$ cat config.mk
export PLATFORM = sky130hd
export DESIGN_NAME = axi_read_master
export DESIGN_NICKNAME = d
export VERILOG_FILES = /design/src/rtl/axi_read_master.sv
export SDC_FILE = /design/constraint.sdc
export NUM_CORES = 1
export LEC_CHECK = 0
export ABC_AREA = 1
export BUFFER_PORTS_ARGS = -buffer_cell sky130_fd_sc_hd__buf_2
export CELL_PAD_IN_SITES_DETAIL_PLACEMENT = 2
export CELL_PAD_IN_SITES_GLOBAL_PLACEMENT = 2
export CORE_MARGIN = 1
export CORE_UTILIZATION = 32
export CTS_BUF_LIST = sky130_fd_sc_hd__clkbuf_8
export DETAILED_ROUTE_END_ITERATION = 12
export GPL_TIMING_DRIVEN = 0
export PLACE_DENSITY = 0.95
export SYNTH_ARGS = -nofsm -noshare
export SYNTH_HDL_FRONTEND = slang
export SYNTH_SLANG_ARGS = --single-unit
$ cat constraint.sdc
create_clock -name aclk -period 5.17 [get_ports aclk]
set_clock_uncertainty 0.05 [all_clocks]
set_input_delay 1.034 -clock aclk [delete_from_list [all_inputs] [get_ports aclk]]
set_output_delay 1.034 -clock aclk [all_outputs]
set_load 0.02 [all_outputs]
$ cat src/rtl/axi_read_master.sv
// AXI4 read master: one INCR burst per command, each beat's valid
// bytes right-justified into a one-entry output register.
module axi_read_master #(
    parameter int DATA_WIDTH    = 32,
    parameter int ADDRESS_WIDTH = 8,
    parameter int STROBE_WIDTH  = DATA_WIDTH / 8
) (
    input  logic                     aclk,
    input  logic                     areset,
    input  logic [ADDRESS_WIDTH-1:0] cmd_addr,
    input  logic [7:0]               cmd_len,
    input  logic [2:0]               cmd_size,
    input  logic                     cmd_valid,
    output logic                     cmd_ready,
    output logic [ADDRESS_WIDTH-1:0] araddr,
    output logic [7:0]               arlen,
    output logic [2:0]               arsize,
    output logic [1:0]               arburst,
    output logic                     arvalid,
    input  logic                     arready,
    input  logic [DATA_WIDTH-1:0]    rdata,
    input  logic [1:0]               rresp,
    input  logic                     rlast,
    input  logic                     rvalid,
    output logic                     rready,
    output logic [DATA_WIDTH-1:0]    out_data,
    output logic                     out_last,
    output logic                     out_valid,
    input  logic                     out_ready,
    output logic                     resp_err,
    output logic                     last_err,
    output logic                     size_err
);

    localparam int LW = (STROBE_WIDTH > 1) ? $clog2(STROBE_WIDTH) : 1;
    localparam logic [2:0] MAX_SIZE = 3'($clog2(STROBE_WIDTH));
    localparam logic [LW:0] LANE_ONE = (LW + 1)'(1);

    localparam logic [1:0] IDLE = 2'd0;
    localparam logic [1:0] ADDR = 2'd1;
    localparam logic [1:0] DATA = 2'd2;

    logic [1:0]                  state;
    logic [ADDRESS_WIDTH-1:0]    aligned;
    logic [ADDRESS_WIDTH-1:0]    cur_addr;
    logic [8:0]                  beats_remaining;
    logic [8:0]                  beat_n;
    logic                        beat_fire;
    logic                        first_beat;
    logic                        final_beat;
    logic [LW:0]                 bytes_m1;
    logic [LW:0]                 lower_lane;
    logic [LW:0]                 upper_lane;
    logic [LW:0]                 lane_count;
    logic [DATA_WIDTH-1:0]       shifted;
    logic [DATA_WIDTH-1:0]       beat_data;
    logic [ADDRESS_WIDTH+8:0]    offset;

    assign cmd_ready  = (state == IDLE);
    assign arvalid    = (state == ADDR);
    assign arburst    = 2'b01;
    assign rready     = (state == DATA) && (!out_valid || out_ready);
    assign beat_fire  = rvalid && rready;
    assign first_beat = (beat_n == 9'd1);
    assign final_beat = (beats_remaining == 9'd1);

    // The first beat of an unaligned burst starts mid-word but still
    // ends on the size-aligned boundary.
    assign bytes_m1   = (LANE_ONE << arsize) - LANE_ONE;
    assign lower_lane = {1'b0, cur_addr[LW-1:0]};
    assign upper_lane = first_beat ? {1'b0, aligned[LW-1:0]} + bytes_m1
                                   : lower_lane + bytes_m1;
    assign lane_count = upper_lane - lower_lane + LANE_ONE;
    assign shifted    = rdata >> {lower_lane, 3'b000};
    assign offset     = {{ADDRESS_WIDTH{1'b0}}, beat_n} << arsize;

    always_comb begin
        beat_data = '0;
        for (int i = 0; i < STROBE_WIDTH; i++) begin
            if (i < int'(lane_count))
                beat_data[i*8 +: 8] = shifted[i*8 +: 8];
        end
    end

    always_ff @(posedge aclk or posedge areset) begin
        if (areset) begin
            state           <= IDLE;
            araddr          <= '0;
            arlen           <= '0;
            arsize          <= '0;
            aligned         <= '0;
            cur_addr        <= '0;
            beats_remaining <= '0;
            beat_n          <= '0;
            out_data        <= '0;
            out_valid       <= 1'b0;
            out_last        <= 1'b0;
            resp_err        <= 1'b0;
            last_err        <= 1'b0;
            size_err        <= 1'b0;
        end else begin
            case (state)
                IDLE: begin
                    if (cmd_valid) begin
                        if (cmd_size > MAX_SIZE) begin
                            size_err <= 1'b1;
                        end else begin
                            araddr          <= cmd_addr;
                            arlen           <= cmd_len;
                            arsize          <= cmd_size;
                            aligned         <= (cmd_addr >> cmd_size) << cmd_size;
                            cur_addr        <= cmd_addr;
                            beats_remaining <= {1'b0, cmd_len} + 9'd1;
                            beat_n          <= 9'd1;
                            resp_err        <= 1'b0;
                            last_err        <= 1'b0;
                            size_err        <= 1'b0;
                            state           <= ADDR;
                        end
                    end
                end
                ADDR: begin
                    if (arready)
                        state <= DATA;
                end
                DATA: begin
                    if (beat_fire) begin
                        beats_remaining <= beats_remaining - 9'd1;
                        beat_n          <= beat_n + 9'd1;
                        cur_addr        <= aligned + offset[ADDRESS_WIDTH-1:0];
                        if (rresp != 2'b00)
                            resp_err <= 1'b1;
                        if (rlast != final_beat)
                            last_err <= 1'b1;
                        if (final_beat)
                            state <= IDLE;
                    end
                end
                default: state <= IDLE;
            endcase

            if (beat_fire) begin
                out_data  <= beat_data;
                out_valid <= 1'b1;
                out_last  <= final_beat;
            end else if (out_ready) begin
                out_valid <= 1'b0;
            end
        end
    end

endmodule

==> results of run 1 <==
==> power breakdown <==
group / internal [µW] / total (µW) / switching, µW / leakage (µW)
Sequential: 880 / 1070 / 189 / 0.00103
Combinational: 608 / 2140 / 1530 / 0.00198
Clock: 294 / 554 / 260 / 0.000117
==> worst max-delay path: cells and delay by family, from the launching register on <==
kind,cells,cell delay [ps]
adders and majority gates,5,1290
DFF,1,440
and+or+nand+nor,13,1990
AOI/OAI and AO/OA,1,120
buffers and inverters,4,270
==> logic make-up after synthesis <==
logic type,share of synthesized area
simple gates,0.333
compound gates,0.109
buf+inv,0.0850
flops,0.431
fa+ha+maj,0.0312
xor+xnor,0.00942
other cells,0.00162
==> layout make-up <==
| cell class | instances | area (µm²) |
|---|---|---|
| tap | 180 | 225 |
| timing repair buffer | 118 | 613 |
| fill | 1710 | 8330 |
| sequential | 80 | 2000 |
| inverter | 68 | 258 |
| multi-input combinational | 494 | 2250 |
| buffer | 28 | 140 |
| clock inverter | 4 | 68.8 |
| clock buffer | 11 | 151 |
==> synth_stat cells, drive strengths merged <==
| cell | n | area, µm² |
|---|---|---|
| xnor2 | 2 | 17.5 |
| o31ai | 1 | 7.51 |
| a21boi | 2 | 15.0 |
| clkbuf | 11 | 41.3 |
| fa | 1 | 20.0 |
| nand3 | 49 | 245 |
| or2 | 6 | 37.5 |
| nand2 | 248 | 933 |
| xor2 | 3 | 26.3 |
| buf | 17 | 98.9 |
| o211ai | 4 | 30.0 |
| clkinv | 1 | 3.75 |
| dfrtp | 80 | 2000 |
| ha | 10 | 125 |
| nor3 | 4 | 20.0 |
| a21oi | 14 | 70.1 |
| o21ai | 71 | 355 |
| nand4 | 7 | 43.8 |
| a22oi | 1 | 7.51 |
| conb | 2 | 7.51 |
| nand3b | 2 | 15.0 |
| o22ai | 2 | 12.5 |
| inv | 67 | 251 |
| nor2 | 64 | 255 |
| o21bai | 1 | 7.51 |
==> worst paths after layout <==
path	depth (start not counted)	endpoint
max in group asynchronous	3	arlen[5]
min reg2reg	2	out_data[7]
min in group asynchronous	2	out_data[26]
max reg2reg	23	out_data[23]
max	23	out_data[23]
min	2	out_data[7]
==> flip-flops by register name, summed over array words and instances, names as in the netlist, 3 cells and up <==
name / cells
out_data: 32
beat_n: 9
beats_remaining: 9
araddr: 8
arlen: 8
arsize: 3
==> metal layers <==
metal	wire length (µm)	vias to the layer above	GRT usage
met3	950	46	0.0534
met5	0	-	0
met4	757	0	0.142
li1	-	2364	-
met1	7750	2535	0.302
met2	9960	170	0.500
==> stage by stage <==
step | instances | util | instance area (µm²) | hold WS (ps) | worst slack (ps)
floorplan | 670 | - | 4650 | 412 | 2030
global placement | 967 | 0.389 | 5460 | 410 | 953
detailed placement | 968 | 0.391 | 5490 | 420 | 1040
CTS | 983 | 0.407 | 5710 | 443 | 934
global route | 983 | 0.407 | 5710 | 464 | 564
finish | 983 | 0.407 | 5710 | 437 | 935
==> impl_metrics.ini, run 1 <==
[sta]
fin_setup_tns_ps = 0
tightest_slew_ps = 596
fin_crit_sh = 0.819
min_period_ps = 4240
maxSlewViolCount = 0
relSlewSlack = 0.603
hold_viol = 0
timing.fmax_mhz = 236
rsz0062_at_grt = false
finalSetupViolations = 0

[clock_tree]
cts_sinks = 80
postCtsSetupRepairBufs = 0
cts_max_level = 3
hold_buffers = 0
clkLatencyLatePin_ps = 400
ctsRootBufferMaster = clkbuf_8
cts-resized-gates = 0
clk_pin_slew_worst_paths_ps = 90
cts_buffer_depth = 2
cts_tree = done
cts_buffers = 9

[critical_path]
slowest_delay_ps = 480
crit_path_cell_trace = inv_1, ha_1, nand2_1, nor3_1, nand4_1, nand2_1, o21ai_0, ha_1, fa_1, inv_1, ha_1, inv_1, ha_1, inv_1, nand2_1, nand2_1, nand2_1, nand2_1, nand2_1, nand3_1, nand2_1, nand2_1, nand2_1
start_kind = flip-flop
crit_type = flip-flop to flip-flop
regToRegSetupSlack_ps = 930
end_kind = flip-flop
cp.arrival_ps = 4530
cp_common_cell = nand2_1
r2r-start = beat_n[1]
worstSetupStartpoint = beat_n[1]
cp_slowest_cell = fa_1
worstPathRequired_ps = 5460
path_max_fanout = 9

[die]
num_rows = 43
die_w_um = 123
boundaryPins = 121
dieArea_um2 = 15000
coreArea_um2 = 14000
start_util = 0.331
dieHeight_um = 123

[min_path]
hold_path.class = flip-flop to flip-flop
worstHoldStart = out_data[7]

[run]
cap_violations = 0

[power]
ir_drop_mv = 0.269
power.leakage_uw = 0.00313
power_density_nw_per_um2 = 658
finalPower_uw = 3760

[drt]
drt-wirelength-per-cell_um = 19.8
drtIter0Drc = 234
drcViolationCount = 0
vias = 5115
wl_um = 19400
viasPerCell = 5.20
first_pass_iters = 4
ant_nets = 0

[logic_synthesis]
syn_avg_cell_area_um2 = 6.94
synthCells = 670
syn_nets = 741
synth_seq_area_share = 0.431
ys_types = 33
netlist_area_um2 = 4650
synth_seq_cells = 80
synth_warnings = 0

[global_route]
grt_pass1_wl_um = 30900
antenna_found_initial = 0
gr-usage-all-layers = 0.275
grt_max_degree = 54
grt_pass1_vias = 5862
grt_overflow_total = 0

[cells_and_area]
final_cell_mix = nand2_1 (247), buf_2 (127), dfrtp_1 (80)
syn2layout_area_growth_pct = 22.8
num_antenna_cells = 0
final_common_cell = nand2_1
drive_gt1_frac = 0.202
finalNetCount = 870

[place]
io_buffers = 117
place.gp.congestion = 0.890
dp_hpwl_um = 14500

[outcome]
status = completed
No activity file was read; power rests on OpenSTA's default activity.
==> run 2: changes to the inputs <==
- CORE_UTILIZATION: 32 -> 30
- PLACE_DENSITY: 0.95 -> 0.94
- clock period: 5.17 -> 4 ns (I/O delays scaled with it)
==> impl_metrics.ini, run 2 (synthesis results as in run 1) <==
[global_route]
grt_max_degree = 53
antenna_found_initial = 0
grt_pass1_vias = 5560
grt_pass1_wl_um = 28900
gr-usage-all-layers = 0.234
grt_overflow_total = 0

[die]
num_rows = 45
boundaryPins = 121
dieArea_um2 = 16000
die_w_um = 126
coreArea_um2 = 15100
dieHeight_um = 126
start_util = 0.307

[power]
p_switching_uw = 2470
p_comb_frac = 0.578
p_sw_frac = 0.527
power_density_nw_per_um2 = 822
clock_power_share = 0.131
internal-power_uw = 2220
pwr-share-seq = 0.291
ir_drop_mv = 0.284
power.leakage_uw = 0.00311

[cells_and_area]
final_cell_mix = nand2_1 (246), buf_2 (127), dfrtp_1 (80)
top_register = out_data
finalNetCount = 870
num_antenna_cells = 0
syn2layout_area_growth_pct = 22.6
fin_util = 0.376
drive_gt1_frac = 0.203
top_regs = out_data (32), beat_n (9), beats_remaining (9)
largest_reg_flops = 32
final_common_cell = nand2_1

[place]
io_buffers = 117
dp_hpwl_um = 13900
place.gp.congestion = 0.839
dp_worst_setup_slack_ps = 53.9

[clock_tree]
cts_buffers = 9
hold_buffers = 0
cts_max_level = 3
cts_tree = done
cts_sinks = 80
clkLatencyLatePin_ps = 380
clk_pin_slew_worst_paths_ps = 90
ctsRootBufferMaster = clkbuf_8
cts_buffer_depth = 2

[sta]
fin_ws_ps = 398
min_period_ps = 3600
maxSlewViolCount = 0
hold_viol = 0
finalSetupViolations = 0
timing.fmax_mhz = 278
fin_crit_sh = 0.901
tightest_slew_ps = 634
rsz0062_at_grt = false
relSlewSlack = 0.577

[critical_path]
r2r.worst_path.cells = 23
worstPathRequired_ps = 4220
crit_type = flip-flop to flip-flop
cp.arrival_ps = 3830
start_kind = flip-flop
end_kind = flip-flop
path_max_fanout = 8

[drt]
first_pass_iters = 4
vias = 5023
drtIter0Drc = 173
viasPerCell = 5.06
wl_um = 17800
ant_nets = 0
drt-wirelength-per-cell_um = 18.0
drcViolationCount = 0

[run]
cap_violations = 0

[outcome]
status = completed

[min_path]
hold_path.class = input port to async pin
run 2: path summary, 6_finish.rpt:
kind / start / endpoint / slack, ps
worst max-delay path: beat_n[1] / out_data[9] / 400
max in group asynchronous: areset / beat_n[0] / 2940
worst max register to register: beat_n[1] / out_data[9] / 400
worst min-delay path: areset / out_data[10] / 350
min in group aclk: out_data[7] / out_data[7] / 440
worst min register to register: out_data[7] / out_data[7] / 440
run 2: metrics by stage:
step                      hold WS [ps]  power [µW]  cells  TNS [ps]  area [µm²]
after floorplan                    412        3050    670         0        4650
after global placement             411        3870    975     -2440        5470
after detailed placement           415        4040    976         0        5500
after CTS                          363        4690    992         0        5690
after global routing               374        5080    992         0        5700
final                              350        4690    992         0        5700
run 2: layout make-up:
| type | instances | area (µm²) |
|---|---|---|
| clock inverters | 7 | 65.1 |
| well taps | 188 | 235 |
| repair buffers | 118 | 613 |
| flip-flops and latches | 80 | 2000 |
| multi-input cells | 494 | 2260 |
| fillers | 1844 | 9440 |
| inverters | 68 | 258 |
| clock buffers | 9 | 124 |
| plain buffers | 28 | 140 |
run 2: what timing repair did:
item | CTS | global route
setup endpoints to repair | 0 | 8
setup buffers | 0 | 0
gates resized for setup | 0 | 3
run 2: power groups by stage:
| stage | logic [µW] | registers, µW | clock network, µW |
|---|---|---|---|
| 2_1_floorplan | 1410 | 1640 | 0 |
| 3_3_place_gp | 2520 | 1360 | 0 |
| 3_5_place_dp | 2660 | 1380 | 0 |
| 4_1_cts | 2700 | 1370 | 626 |
| 5_1_grt | 3020 | 1410 | 654 |
| 6_report | 2710 | 1370 | 613 |
run 2: routing by layer:
layer | vias up | wire [µm] | part of all wire | track usage
met5 | - | 0 | 0 | 0
met4 | 0 | 491 | 0.028 | 0.0978
met3 | 34 | 914 | 0.051 | 0.0426
met2 | 144 | 8880 | 0.50 | 0.419
met1 | 2479 | 7550 | 0.42 | 0.275
li1 | 2366 | - | - | -
run 2: critical path: stages, from the launching register on:
cell and delay (ps):
dfrtp_1 440, inv_1 100, ha_1 140, nand2_1 50, nor3_1 130, nand4_1 210, nand2_1 110, o21ai_0 90
ha_1 200, fa_1 480, inv_1 40, ha_1 260, inv_1 40, ha_1 200, inv_1 50, nand2_1 60
nand2_1 60, nand2_1 70, nand2_1 60, nand2_1 70, nand2_1 90, nand2_1 250, nand3_1 160, nand2_1 70
==> run 3: changes to the inputs <==
- SETUP_SLACK_MARGIN: default -> 0.4
==> impl_metrics.ini, run 3 (synthesis results as in run 1) <==
[drt]
drt-wirelength-per-cell_um = 18.7
drcViolationCount = 0
wl_um = 18600
vias = 5085
drtIter0Drc = 172
first_pass_iters = 4
viasPerCell = 5.10
ant_nets = 0

[global_route]
grt_pass1_wl_um = 29100
grtUsageMet2 = 0.421
grt_overflow_total = 0
grt_pass1_vias = 5576
antenna_found_initial = 0
gr-usage-all-layers = 0.235
met1_usage = 0.276
gr-max-usage-layer = met2
met3_usage = 0.0418
grt_max_degree = 53

[cells_and_area]
finalNetCount = 876
final_common_cell = nand2_1
drive_gt1_frac = 0.228
top_register = out_data
final_cell_mix = nand2_1 (240), buf_2 (127), dfrtp_1 (79)
syn2layout_area_growth_pct = 26.0
fin_cells = 998
num_antenna_cells = 0
largest_reg_flops = 32
num-fill-cells = 1831
top_regs = out_data (32), beat_n (9), beats_remaining (9)

[critical_path]
crit_path_cell_trace = inv_2, ha_1, nand2_1, nor3_2, nand4_1, nand2_1, o21ai_1, ha_2, fa_1, inv_1, ha_1, inv_1, ha_2, inv_1, nand2_2, nand2_1, nand2_2, nand2_2, nand2_4, nand3_4, nand2_8, nand2_1, nand2_1
cp_common_cell = nand2_1
crit_type = flip-flop to flip-flop
cp.arrival_ps = 3810
regToRegSetupSlack_ps = 470
end_kind = flip-flop
worstPathRequired_ps = 4270
r2r.worst_path.cells = 23
path_max_fanout = 8
slowest_delay_ps = 480
timing.rr.end = out_data[19]
cp_slowest_cell = fa_1
r2r-start = beat_n[1]
start_kind = flip-flop

[clock_tree]
clkLatencyLatePin_ps = 380
cts_buffer_depth = 2
clk_pin_slew_worst_paths_ps = 90
cts_tree = done
cts_sinks = 80
ctsRootBufferMaster = clkbuf_8
cts_max_level = 3
hold_buffers = 0
cts_buffers = 9

[die]
start_util = 0.307
coreArea_um2 = 15100
num_rows = 45
dieArea_um2 = 16000
dieHeight_um = 126
die_w_um = 126
boundaryPins = 121

[power]
ir_drop_mv = 0.299
power_density_nw_per_um2 = 891
power.leakage_uw = 0.00318

[sta]
maxSlewViolCount = 0
relSlewSlack = 0.591
tightest_slew_ps = 613
finalSetupViolations = 0
hold_viol = 0
fin_crit_sh = 0.884
timing.fmax_mhz = 283
fin_hold_ws_ps = 355
min_period_ps = 3530
rsz0062_at_grt = true

[place]
dp.cells = 976
dp_hpwl_um = 13900
place.gp.congestion = 0.839
io_buffers = 117

[min_path]
hold_path.class = input port to async pin

[outcome]
status = completed

[run]
cap_violations = 0
## run 3: cell count changes in the layout (fill, tap and decap cells not counted), moves of 2 or more
| cell | change |
|---|---|
| ha_1 | -2 |
| nand3_1 | -3 |
| nand2_4 | +2 |
| o21ai_0 | -7 |
| nand2_1 | -6 |
| ha_2 | +2 |
| o21ai_1 | +6 |
| buf_4 | +3 |
| nand3_4 | +3 |
| nand2_2 | +3 |
## run 3: report_power, final
part / total, µW / switching [µW] / leakage (µW) / internal [µW]
sequential: 1370 / 230 / 0.00103 / 1140
clock: 616 / 332 / 0.0000996 / 284
combinational: 3240 / 2220 / 0.00205 / 1020
total: 5220 / 2780 / 0.00318 / 2440
## run 3: metrics by stage
step                cell area (µm²)  setup WS (ps)  total power (µW)  utilization  setup TNS (ps)
floorplan                      4650            877              3050            -               0
global placement               5470          -40.8              3870        0.361           -2440
detailed placement             5500           53.9              4040        0.363               0
CTS                            5700            363              4730        0.376               0
global route                   5860            209              5620        0.387               0
finish                         5860            466              5220        0.387               0
## run 3: worst max path at each step
| stage | to | slack [ps] | cells past startpoint | start |
|---|---|---|---|---|
| detailed placement | out_data[18] | 50 | 23 | beat_n[1] |
| CTS | out_data[0] | 360 | 23 | beat_n[1] |
| floorplan | out_data[16] | 880 | 23 | beat_n[1] |
| global route | out_data[19] | 210 | 23 | beat_n[1] |
| finish | out_data[19] | 470 | 23 | beat_n[1] |
| global placement | araddr[4] | -40 | 2 | areset |
## run 3: cell type report
type	instances	area, µm²	share of cell area
Clock inverter	7	65.1	0.0111
Tap cell	188	235	0.0402
Timing Repair Buffer	123	667	0.114
Clock buffer	9	124	0.0211
Multi-Input combinational cell	495	2360	0.404
Sequential cell	80	2000	0.342
Buffer	28	141	0.0241
Inverter	68	258	0.0440
## run 3: critical path: cells and delay by family (launching register included)
family | cells | cell delay (ps)
flops | 1 | 430
simple gates | 13 | 1480
compound gates | 1 | 80
buf+inv | 4 | 220
fa+ha+maj | 5 | 1220
## run 3: repair_timing
item                                    4_1_cts  5_1_grt
pin swaps                                     0        4
gates resized for setup                       3       32
cloned                                        0        1
buffers inserted                              0        5
endpoints found under the setup margin       18       32
## run 3: per-layer routing
layer,up-vias,part of all wire
li1,2384,-
met1,2506,0.41
met2,156,0.51
met3,39,0.047
met4,0,0.031
met5,-,0
